`config.mk`:
```
export PLATFORM = sky130hd
export DESIGN_NAME = uart_tx_framer_flat
export DESIGN_NICKNAME = d
export VERILOG_FILES = /design/src/rtl/uart_tx_framer_if.sv /design/src/rtl/uart_tx_framer.sv /design/src/flat_wrapper.sv
export SDC_FILE = /design/constraint.sdc
export NUM_CORES = 1
export LEC_CHECK = 0
export CAP_MARGIN = 0
export CORE_ASPECT_RATIO = 0.75
export CORE_UTILIZATION = 30
export DETAILED_ROUTE_END_ITERATION = 10
export GPL_ROUTABILITY_DRIVEN = 0
export PLACE_DENSITY_LB_ADDON = 0.2
export SYNTH_ARGS = -nofsm -noshare
export SYNTH_HDL_FRONTEND = slang
export SYNTH_SLANG_ARGS = --single-unit
export TNS_END_PERCENT = 100
```
`constraint.sdc`:
```
create_clock -name tck -period 3.4 [get_ports tck]
set_clock_uncertainty 0.05 [all_clocks]
set_input_delay 0.51 -clock tck [delete_from_list [all_inputs] [get_ports tck]]
set_output_delay 0.51 -clock tck [all_outputs]
set_load 0.02 [all_outputs]
```
`src/rtl/uart_tx_framer_if.sv`:
```
//------------------------------------------------------------------------------
// Module   : uart_tx_framer_if
// Brief    : Byte handshake (data/valid/ready) into the UART TX framer.
// Revision : 1.0 - initial release
//------------------------------------------------------------------------------
`default_nettype none

interface uart_tx_framer_if #(
    parameter int DATA_W = 8
);
    logic [DATA_W-1:0] data_i;
    logic              valid_i;
    logic              ready_o;

    modport master (output data_i, output valid_i, input  ready_o);
    modport slave  (input  data_i, input  valid_i, output ready_o);
endinterface

`default_nettype wire

```
`src/rtl/uart_tx_framer.sv`:
```
//------------------------------------------------------------------------------
// Module   : uart_tx_framer
// Brief    : Single-entry holding register, RTS/CTS line request and UART
//            frame serializer (start, data LSB-first, parity, 1/2 stop).
// Revision : 1.0 - initial release
//------------------------------------------------------------------------------
`default_nettype none

module uart_tx_framer #(
    parameter int DATA_W = 8,
    parameter int DIV_W  = 16
) (
    input  wire logic             tck,
    input  wire logic             rst,
    uart_tx_framer_if.slave       s_if,
    input  wire logic [DIV_W-1:0] baud_div_i,
    input  wire logic             parity_en_i,
    input  wire logic             parity_odd_i,
    input  wire logic             stop2_i,
    output logic                  tx_rts_n_o,
    input  wire logic             tx_cts_n_i,
    input  wire logic             tx_enable_i,
    output logic                  tx_o,
    output logic                  busy_o
);

    localparam int c_IDX_W = (DATA_W > 1) ? $clog2(DATA_W) : 1;
    localparam logic [c_IDX_W-1:0] c_LAST_IDX = c_IDX_W'(DATA_W - 1);

    typedef enum logic [2:0] {
        ST_IDLE   = 3'd0,
        ST_REQ    = 3'd1,
        ST_START  = 3'd2,
        ST_DATA   = 3'd3,
        ST_PARITY = 3'd4,
        ST_STOP   = 3'd5
    } state_t;

    state_t              r_state;
    logic [DATA_W-1:0]   r_hold_data;
    logic                r_hold_full;
    logic                r_ready;
    logic [DATA_W-1:0]   r_shift;
    logic [c_IDX_W-1:0]  r_bit_idx;
    logic                r_stop_idx;
    logic [DIV_W-1:0]    r_div;
    logic [DIV_W-1:0]    r_baud_cnt;
    logic                r_par_en;
    logic                r_parity;
    logic                r_stop2;
    logic                r_tx;
    logic                r_rts_n;
    logic                r_busy;

    logic w_accept;
    logic w_load;
    logic w_bit_end;

    assign w_accept  = s_if.valid_i & r_ready;
    // Grant is only looked at while requesting; later CTS/enable changes never abort a frame.
    assign w_load    = (r_state == ST_REQ) & ~tx_cts_n_i & tx_enable_i;
    assign w_bit_end = (r_baud_cnt == '0);

    assign s_if.ready_o = r_ready;
    assign tx_o         = r_tx;
    assign tx_rts_n_o   = r_rts_n;
    assign busy_o       = r_busy;

    always_ff @(posedge tck) begin
        if (rst) begin
            r_state     <= ST_IDLE;
            r_hold_data <= '0;
            r_hold_full <= 1'b0;
            r_ready     <= 1'b1;
            r_shift     <= '0;
            r_bit_idx   <= '0;
            r_stop_idx  <= 1'b0;
            r_div       <= '0;
            r_baud_cnt  <= '0;
            r_par_en    <= 1'b0;
            r_parity    <= 1'b0;
            r_stop2     <= 1'b0;
            r_tx        <= 1'b1;
            r_rts_n     <= 1'b1;
            r_busy      <= 1'b0;
        end else begin
            if (w_accept) begin
                r_hold_data <= s_if.data_i;
                r_hold_full <= 1'b1;
                r_ready     <= 1'b0;
            end else if (w_load) begin
                r_hold_full <= 1'b0;
                r_ready     <= 1'b1;
            end

            if (r_busy && !w_bit_end) begin
                r_baud_cnt <= r_baud_cnt - DIV_W'(1);
            end

            case (r_state)
                ST_IDLE: begin
                    if (r_hold_full) begin
                        r_state <= ST_REQ;
                        r_rts_n <= 1'b0;
                    end
                end
                ST_REQ: begin
                    if (w_load) begin
                        r_shift    <= r_hold_data;
                        r_parity   <= (^r_hold_data) ^ parity_odd_i;
                        r_par_en   <= parity_en_i;
                        r_stop2    <= stop2_i;
                        r_div      <= baud_div_i;
                        r_baud_cnt <= baud_div_i;
                        r_bit_idx  <= '0;
                        r_stop_idx <= 1'b0;
                        r_tx       <= 1'b0;
                        r_busy     <= 1'b1;
                        r_state    <= ST_START;
                    end
                end
                ST_START: begin
                    if (w_bit_end) begin
                        r_tx       <= r_shift[0];
                        r_baud_cnt <= r_div;
                        r_state    <= ST_DATA;
                    end
                end
                ST_DATA: begin
                    if (w_bit_end) begin
                        r_baud_cnt <= r_div;
                        if (r_bit_idx == c_LAST_IDX) begin
                            if (r_par_en) begin
                                r_tx    <= r_parity;
                                r_state <= ST_PARITY;
                            end else begin
                                r_tx    <= 1'b1;
                                r_state <= ST_STOP;
                            end
                        end else begin
                            r_bit_idx <= r_bit_idx + c_IDX_W'(1);
                            r_shift   <= {1'b0, r_shift[DATA_W-1:1]};
                            r_tx      <= r_shift[1];
                        end
                    end
                end
                ST_PARITY: begin
                    if (w_bit_end) begin
                        r_baud_cnt <= r_div;
                        r_tx       <= 1'b1;
                        r_state    <= ST_STOP;
                    end
                end
                ST_STOP: begin
                    if (w_bit_end) begin
                        if (r_stop2 && !r_stop_idx) begin
                            r_stop_idx <= 1'b1;
                            r_baud_cnt <= r_div;
                        end else begin
                            // A byte already waiting keeps RTS asserted straight into the next request.
                            r_busy <= 1'b0;
                            if (r_hold_full) begin
                                r_state <= ST_REQ;
                            end else begin
                                r_state <= ST_IDLE;
                                r_rts_n <= 1'b1;
                            end
                        end
                    end
                end
                default: begin
                    r_state <= ST_IDLE;
                    r_tx    <= 1'b1;
                    r_rts_n <= 1'b1;
                    r_busy  <= 1'b0;
                end
            endcase
        end
    end

endmodule

`default_nettype wire

```
`src/flat_wrapper.sv`:
```
// flat-port wrapper written by rule: the top's interface ports become plain ports
module uart_tx_framer_flat 
#(
    parameter int DATA_W = 8,
    parameter int DIV_W  = 16
)
  (tck, rst, baud_div_i, parity_en_i, parity_odd_i, stop2_i, tx_rts_n_o, tx_cts_n_i, tx_enable_i, tx_o, busy_o, s_if_data_i, s_if_valid_i, s_if_ready_o);
  uart_tx_framer_if #(.DATA_W(DATA_W)) s_if_i ();
  input  wire logic tck;
  input  wire logic rst;
  input  wire logic [DIV_W-1:0] baud_div_i;
  input  wire logic parity_en_i;
  input  wire logic parity_odd_i;
  input  wire logic stop2_i;
  output logic tx_rts_n_o;
  input  wire logic tx_cts_n_i;
  input  wire logic tx_enable_i;
  output logic tx_o;
  output logic busy_o;
  input wire logic [$bits(s_if_i.data_i)-1:0] s_if_data_i;
  input wire logic [$bits(s_if_i.valid_i)-1:0] s_if_valid_i;
  output wire logic [$bits(s_if_i.ready_o)-1:0] s_if_ready_o;
  assign s_if_i.data_i = s_if_data_i;
  assign s_if_i.valid_i = s_if_valid_i;
  assign s_if_ready_o = s_if_i.ready_o;
  uart_tx_framer #(.DATA_W(DATA_W), .DIV_W(DIV_W)) u_core (.tck(tck), .rst(rst), .s_if(s_if_i), .baud_div_i(baud_div_i), .parity_en_i(parity_en_i), .parity_odd_i(parity_odd_i), .stop2_i(stop2_i), .tx_rts_n_o(tx_rts_n_o), .tx_cts_n_i(tx_cts_n_i), .tx_enable_i(tx_enable_i), .tx_o(tx_o), .busy_o(busy_o));
endmodule
```
* After elaboration in Yosys (flattened, before gate mapping)
Cells that the tools add are included.
** Operators by class
- Add/subtract/negate cells :: 2
- Equal/unequal tests :: 17
- Reduce and logical (&&, ||, !) cells :: 21
- Mux-type cells :: 46
- Bitwise gates (word level) :: 8
** Operator list (count)
- 16-bit two-way mux :: 5
- 16-bit case mux with 3 select lines :: 1
- 3-bit two-way mux :: 11
- 8-bit two-way mux :: 3
- 1-bit two-way mux :: 19
- 3-bit case mux with 6 select lines :: 1
- 16-bit logical NOT :: 1
- 2-bit by 1-bit inequality test with 1-bit output, second input constant :: 8
- 8-bit case mux with 2 select lines :: 1
- 16-bit by 1-bit subtractor with 16-bit output, second input constant :: 1
- 4-bit AND reduction :: 3
- 5-bit AND reduction :: 2
- 3-bit == test, second input constant :: 3
- 8-bit AND reduction :: 1
- 4-bit OR reduction :: 2
- 8-bit XOR reduction :: 1
- 3-bit by 2-bit == test with 1-bit output, second input constant :: 2
- 2-bit inequality test, second input constant :: 3
- 1-bit case mux with 3 select lines :: 2
- 3-bit case mux with 2 select lines :: 1
- 2-bit nonzero test :: 3
- 1-bit case mux with 5 select lines :: 1
- 1-bit NOT :: 4
- 3-bit by 1-bit adder with 3-bit output, second input constant :: 1
- other kinds (10) :: 14
** Storage, ports and cells
- Logic and storage cells :: 109
- Flip-flop bits (word level) :: 63
- Output and inout port bits :: 4

* Longest topological paths before layout
Gate-level depths: netlist of run 1.
- Depth in word-level cells :: 7
- Gate-level depth with buffers :: 9
- Depth with buffers taken out :: 7

* Least setup slack after synthesis of run 1
Ideal clock, no wire load.
- Path type :: register -> register
- Start :: register u_core.r_baud_cnt[5]
- End :: register u_core.r_bit_idx[1]
- Library setup time :: 70 ps
- Cell stages (with the launch flop) :: 8
- Path buffers :: 2
- Path slack :: 929 ps
- Arrival :: 2351 ps
- Clock period less this slack :: 2471 ps
- Required time :: 3280 ps
- Path through :: dfxtp_1 or4_1 clkbuf_2 or3_1 buf_6 o31a_1 or4b_1 a21oi_1
** On the way
- Cells in the longest elaborated chain, start to end :: 3
** Ends and longest elaborated chain
- start, declared :: line uart_tx_framer.sv:47 : logic [DIV_W-1:0] r_baud_cnt;
- start signal, assigned :: line uart_tx_framer.sv:97 : r_baud_cnt <= r_baud_cnt - DIV_W'(1);
- start signal, assigned :: line uart_tx_framer.sv:114 : r_baud_cnt <= baud_div_i;
- start signal, assigned :: line uart_tx_framer.sv:125 : r_baud_cnt <= r_div;
- 16-bit logical NOT :: line uart_tx_framer.sv:62 : assign w_bit_end = (r_baud_cnt == '0);
- 2-bit by 1-bit inequality test with 1-bit output (no line)
- 4-bit AND reduction (no line)
- end signal, assigned :: line uart_tx_framer.sv:141 : r_bit_idx <= r_bit_idx + c_IDX_W'(1);
- end, declared :: line uart_tx_framer.sv:44 : logic [c_IDX_W-1:0] r_bit_idx;
No other way between the ends.
A chain may end at the register's enable or synchronous reset.

* Worst setup path in the final report of run 1
- Start :: register u_core.r_baud_cnt[2]
- End :: register u_core.r_shift[3]
** On the way
- Cells in the longest elaborated chain, start to end :: 3
** Ends and longest elaborated chain
- 16-bit logical NOT :: line uart_tx_framer.sv:62
- 2-bit by 1-bit inequality test with 1-bit output (no line)
- 4-bit AND reduction (no line)
- end signal, assigned :: line uart_tx_framer.sv:109 : r_shift <= r_hold_data;
- end signal, assigned :: line uart_tx_framer.sv:142 : r_shift <= {1'b0, r_shift[DATA_W-1:1]};
- end, declared :: line uart_tx_framer.sv:43 : logic [DATA_W-1:0] r_shift;
No other way between the ends.

==> results.md, run 1 <==
- Hold-fix buffers, CTS: 0
- Slew @ Worst Pin: 0.6151 ns
- Internal power: 1821 µW
- First-pass GRT wire length: 12,970 µm
- Worst vdd ir: 0.2513 mV
- Crit path max fanout: 15
- Fin Setup TNS: 0 ns
- Critical Path, Cell by Cell: or4_1 > or3_1 > o31ai_4 > a21oi_1 > a311oi_1
- Worst path bufs/invs: 0
- R2R depth: 5
- Most used flip-flop cell after synthesis: dfxtp_1
- Slew Limit Headroom: 0.5899
- Initial antenna violation count: 0
- DR iter-0 viols: 177
- Power per cell area: 704.1 nW/µm²
- Kind of end point of the critical path: register
- Final instance count without filler cells: 540
- Utilization after layout: 0.3969
- Hold WC Path Type: reg2reg
- FF-to-FF End: u_core.r_shift[3]
- Top cells by count, synth: nand2_1 (68), dfxtp_1 (63), a21oi_1 (46), clkbuf_1 (21)
- Combinational share of power: 0.301
- CP max stage delay: 0.60 ns
- Crit path time final: 2.672 ns
- Die ar.: 10,660 µm²
- Placed Cells: 524
- Post-CTS Setup Inserts: 0
- Switching Power: 921.1 µW
- Vias per inst: 5.017
- Worst skew pair latency: 0.34 ns
- Reg2reg setup slack: 0.73 ns
- Die width: 118.9 µm
- Via count: 2,709
- Gr usage total: 0.1596
- DP HPWL: 5442 µm
- Post-synth top area share: 0.4101
- Root buffer cell: clkbuf_16
- CP Data Required Time: 3.58 ns
- Area after DPL: 3571 µm²
- Largest net degree at the start of global routing: 39
- Worst setup path start: u_core.r_baud_cnt[2]
- CP delay by family, top: simple AND/OR/NAND/NOR gates
- Leading area contributor after synthesis: dfxtp_1
- H-tree depth: 3
- NumNets Final: 439
- Sequential area share after synthesis: 0.4101
- Core box area: 9813 µm²
- Peak Freq: 374.3 MHz
- Crit path to: u_core.r_shift[3]
- Post-synth EDFFs: 0
- # setup viols final: 0
- Seq pwr share: 0.333
- Asr flop ratio synth: 0
- Synth-to-Final Area Change: 26.65%
- CTS buffer count: 9
- Post-CTS Resized: 0
- # rows: 31
- Syn Area/Cell: 8.290 µm²
- Clock sinks: 63
- Status: finished clean
- Port Buffers: 35
- Critical Path Slowest Stage Cell: or4_1
- CP startpoint kind: register
- WL/cell: 14.63 µm
- Most instantiated library cell after synthesis: nand2_1
- Post-Route WL: 7902 µm
- # DRC: 0
- Leakage: 0.001388 µW
- Period utilization: 0.7858
- Initial core utilization: 0.3134
- Synth warn: 0
- DRT antenna net count: 0
- Reg-to-Reg Start: u_core.r_baud_cnt[2]
- Syn Inst Count: 371
- GRT overflow: 0
- Max-Cap Viols: 0
- RSZ-0062 raised after global routing: false
- Unique masters post-synth: 50
- Max-slew violations: 0
- CP Class: reg2reg
- Critical Path AT: 2.85 ns
- Mapped Area: 3075 µm²
- Critical Path Stages: 5
- Post-route cell area: 3895 µm²
- Share of cells above drive strength 1: 0.08333
- N_diodes: 0
- HP Start: u_core.r_div[15]
- Fillers: 1,010
- Sw Ratio: 0.3358
- Final Hold Fails: 0
- Ranking of synthesized cells by area: dfxtp_1 (41%), nand2_1 (8.3%), a21oi_1 (7.5%), a21boi_0 (3.2%), mux2i_1 (2.9%)
- Mapped Nets: 407
- Die height: 89.69 µm
- CTS tree: built
- CTS clock-pin slew for the worst setup and hold paths: 0.06 ns
- Clock power frac: 0.366
- IO Pins: 36
- Deepest clock path buffer count: 2
- Vias in the first global route: 2,476
- DRT Pass-1 Iters: 4
- Yosys reg bits: 63
==> worst min-delay path: cells and delay by family, from the launching register on <==
family | cells | cell delay, ns
AO/OA/AOI/OAI | 1 | 0.05
AND/OR/NAND/NOR | 1 | 0.05
flip-flops | 1 | 0.30
==> state kept, by name, indices dropped and copies added (netlist names), 3 cells and up <==
| name | flops |
|---|---|
| u_core.r_shift | 8 |
| u_core.r_state | 3 |
| u_core.r_bit_idx | 3 |
| u_core.r_baud_cnt | 16 |
| u_core.r_hold_data | 8 |
| u_core.r_div | 16 |
==> worst min path at each step <==
stage	slack, ns	depth (start not counted)	endpoint
floorplan	0.38	2	u_core.r_parity
global placement	0.39	2	u_core.r_div[14]
detailed placement	0.40	2	u_core.r_div[10]
CTS	0.40	2	u_core.r_div[10]
global route	0.42	2	u_core.r_div[6]
finish	0.40	2	u_core.r_div[15]
==> power groups by stage <==
stage | combinational [µW] | sequential, µW | clock, µW
after floorplan | 616 | 897 | 0
after global routing | 916 | 926 | 1070
after global placement | 810 | 927 | 0
final | 826 | 914 | 1000
after detailed placement | 817 | 927 | 0
after CTS | 820 | 912 | 1030
==> routing by layer <==
layer | vias up | wire length (µm) | global-route usage
li1 | 1406 | - | -
met1 | 1223 | 4321 | 0.2345
met2 | 70 | 2954 | 0.2127
met3 | 10 | 509 | 0.05429
met4 | 0 | 116 | 0.05409
met5 | - | 0 | 0
==> cell usage in the layout, fill, tap and decap left out, types with 8 or more instances in the layout <==
cell             count
nor3_1              10
o22ai_1             11
mux2i_1              9
dfxtp_1             63
nand2_1             68
o21ai_0             13
nor2_1              10
xor2_1               8
a21oi_1             46
buf_4               12
a21boi_0            13
clkdlybuf4s50_1     34
clkbuf_16            9
xnor2_1              9
==> logic make-up (layout without fill, tap and decap cells) <==
logic type	after synthesis	in the layout	share of synthesized area
multiplexers	11	11	0.03662
XOR/XNOR	18	18	0.05574
flip-flops	63	63	0.4101
buffers and inverters	31	68	0.04109
AND/OR/NAND/NOR	128	128	0.1981
adder cells (fa/ha/maj)	4	4	0.01627
AO/OA/AOI/OAI	116	116	0.2421
==> cell type report <==
class | count | area (µm²) | area share
Multi-Input combinational cell | 277 | 1690 | 0.4340
Sequential cell | 63 | 1261 | 0.3238
Timing Repair Buffer | 47 | 435.4 | 0.1118
Clock buffer | 11 | 242.7 | 0.06232
Tap cell | 132 | 165.2 | 0.04240
Clock inverter | 5 | 81.33 | 0.02088
Inverter | 5 | 18.77 | 0.004818
==> through the flow <==
step                setup slack, ns  power [µW]  hold slack, ns
global route                 0.6027        2908          0.4199
finish                       0.7282        2743          0.4029
detailed placement           0.7530        1744          0.3970
floorplan                    0.9290        1513          0.3776
CTS                          0.7411        2761          0.4044
global placement             0.8333        1736          0.3899
(Power assumes the default switching activity.)
==> run 2, diff against run 1 <==
==> constraint.sdc (replaced) <==
create_clock -name tck -period 2.5 [get_ports tck]
set_clock_uncertainty 0.05 [all_clocks]
set_input_delay 0.375 -clock tck [delete_from_list [all_inputs] [get_ports tck]]
set_output_delay 0.375 -clock tck [all_outputs]
set_load 0.02 [all_outputs]
==> results.md, run 2 (synthesized netlist as in run 1, its figures left out) <==
- Final instance count without filler cells: 551
- CP max stage delay: 0.58 ns
- Crit path max fanout: 6
- Max-slew violations: 0
- CP delay by family, top: simple AND/OR/NAND/NOR gates
- Critical Path, Cell by Cell: or4_4 > or3_1 > buf_4 > o21ai_0 > mux2_2 > o22ai_1
- Slew @ Worst Pin: 0.5729 ns
- Initial core utilization: 0.3134
- DR iter-0 viols: 162
- DRT Pass-1 Iters: 4
- Critical Path AT: 2.60 ns
- CTS clock-pin slew for the worst setup and hold paths: 0.05 ns
- Die width: 118.9 µm
- Post-CTS Setup Inserts: 0
- Max-Cap Viols: 0
- Vias per inst: 5.020
- IO Pins: 36
- Slew Limit Headroom: 0.6082
- Peak Freq: 418.1 MHz
- WL/cell: 14.32 µm
- # rows: 31
- Root buffer cell: clkbuf_16
- Largest net degree at the start of global routing: 29
- RSZ-0062 raised after global routing: false
- CTS buffer count: 9
- # setup viols final: 0
- NumNets Final: 450
- Pre-CTS setup slack: 0.03230 ns
- Most common cell after layout, fill and taps aside: nand2_1
- CP Data Required Time: 2.71 ns
- Period utilization: 0.9567
- # DRC: 0
- Placed Cells: 535
- Clock sinks: 63
- Hold WC Path Type: reg2reg
- Worst path bufs/invs: 1
- DRT antenna net count: 0
- First-pass GRT wire length: 12,940 µm
- Fin Setup TNS: 0 ns
- Worst skew pair latency: 0.34 ns
- Gr usage total: 0.1595
- Critical Path Slowest Stage Cell: or4_4
- DP HPWL: 5429 µm
- Reg-to-Reg Start: u_core.r_baud_cnt[5]
- Power per cell area: 942.3 nW/µm²
- Setup WS post-layout: 0.1083 ns
- Deepest clock path buffer count: 2
- Post-Route WL: 7891 µm
- Via count: 2,766
- H-tree depth: 3
- Die height: 89.69 µm
- Top flop regs: u_core.r_baud_cnt (16), u_core.r_div (16)
- Leakage: 0.001432 µW
- Vias in the first global route: 2,533
- GRT overflow: 0
- Final Hold Fails: 0
- Worst vdd ir: 0.3985 mV
- Worst setup path start: u_core.r_baud_cnt[5]
- CTS tree: built
- Core box area: 9813 µm²
- Status: finished clean
- Overall Power: 3743 µW
- Hold-fix buffers, CTS: 0
- CP Class: reg2reg
- Most frequent cells in the layout: nand2_1 (68), dfxtp_1 (63), a21oi_1 (46)
- CP startpoint kind: register
- Post-CTS Resized: 0
- Kind of end point of the critical path: register
- Initial antenna violation count: 0
- Port Buffers: 35
- Crit path time final: 2.392 ns
- N_diodes: 0
- Share of cells above drive strength 1: 0.1146
- Synth-to-Final Area Change: 29.17%
- Die ar.: 10,660 µm²
- HP Start: u_core.r_div[2]
## run 2: changes by cell type in the layout (fill, tap and decap cells not counted)
cell        change
buf_4          +10
buf_12          +1
bufinv_16       -1
clkbuf_1        -1
clkbuf_8        -1
clkinv_2        +1
clkinvlp_4      +1
inv_6           +1
or3_1           -1
or3_4           +1
or4_1           -1
or4_4           +1
## run 2: through the flow
stage | area [µm²] | util | hold slack, ns
floorplan | 3075 | - | 0.3776
global placement | 3666 | 0.3736 | 0.3885
detailed placement | 3666 | 0.3736 | 0.3936
CTS | 3964 | 0.4039 | 0.4011
global route | 3973 | 0.4048 | 0.4185
finish | 3973 | 0.4048 | 0.3995
## run 2: report_power, final
part           internal, µW  switching [µW]
clock network           772             479
logic                   553             708
registers              1120             111
## run 2: metal layers
layer,global-route usage,vias to the layer above,share of wire
li1,-,1421,-
met3,0.05177,7,0.069
met5,0,-,0
met1,0.2381,1269,0.54
met4,0.04833,0,0.011
met2,0.2116,69,0.38
## run 2: path summary, 6_finish.rpt
check	endpoint	slack, ns	cells after the start
setup / recovery	u_core.r_baud_cnt[1]	0.11	6
hold reg to reg	u_core.r_div[2]	0.40	2
hold / removal	u_core.r_div[2]	0.40	2
setup reg to reg	u_core.r_baud_cnt[1]	0.11	6
## run 2: layout make-up
class | instances | area (µm²)
Fill cell | 996 | 5841
Inverter | 5 | 18.77
Multi-Input combinational cell | 277 | 1699
Sequential cell | 63 | 1261
Timing Repair Buffer | 58 | 530.5
Tap cell | 132 | 165.2
Clock buffer | 9 | 225.2
Clock inverter | 7 | 72.57
## run 2: tightest hold or removal path: cells and delay by family, from the launching register on
| family | cells | cell delay [ns] |
|---|---|---|
| flops | 1 | 0.30 |
| simple gates | 1 | 0.05 |
| compound gates | 1 | 0.05 |
==> run 3, diff against run 2 <==
--- a/config.mk
+++ b/config.mk
@@ -8,6 +8,7 @@
 export CAP_MARGIN = 0
 export CORE_ASPECT_RATIO = 0.75
 export CORE_UTILIZATION = 30
+export CTS_CLUSTER_SIZE = 10
 export DETAILED_ROUTE_END_ITERATION = 10
 export GPL_ROUTABILITY_DRIVEN = 0
 export PLACE_DENSITY_LB_ADDON = 0.2
==> results of run 3 <==
No change in the layout: final DEF, timing and power equal those of run 2.
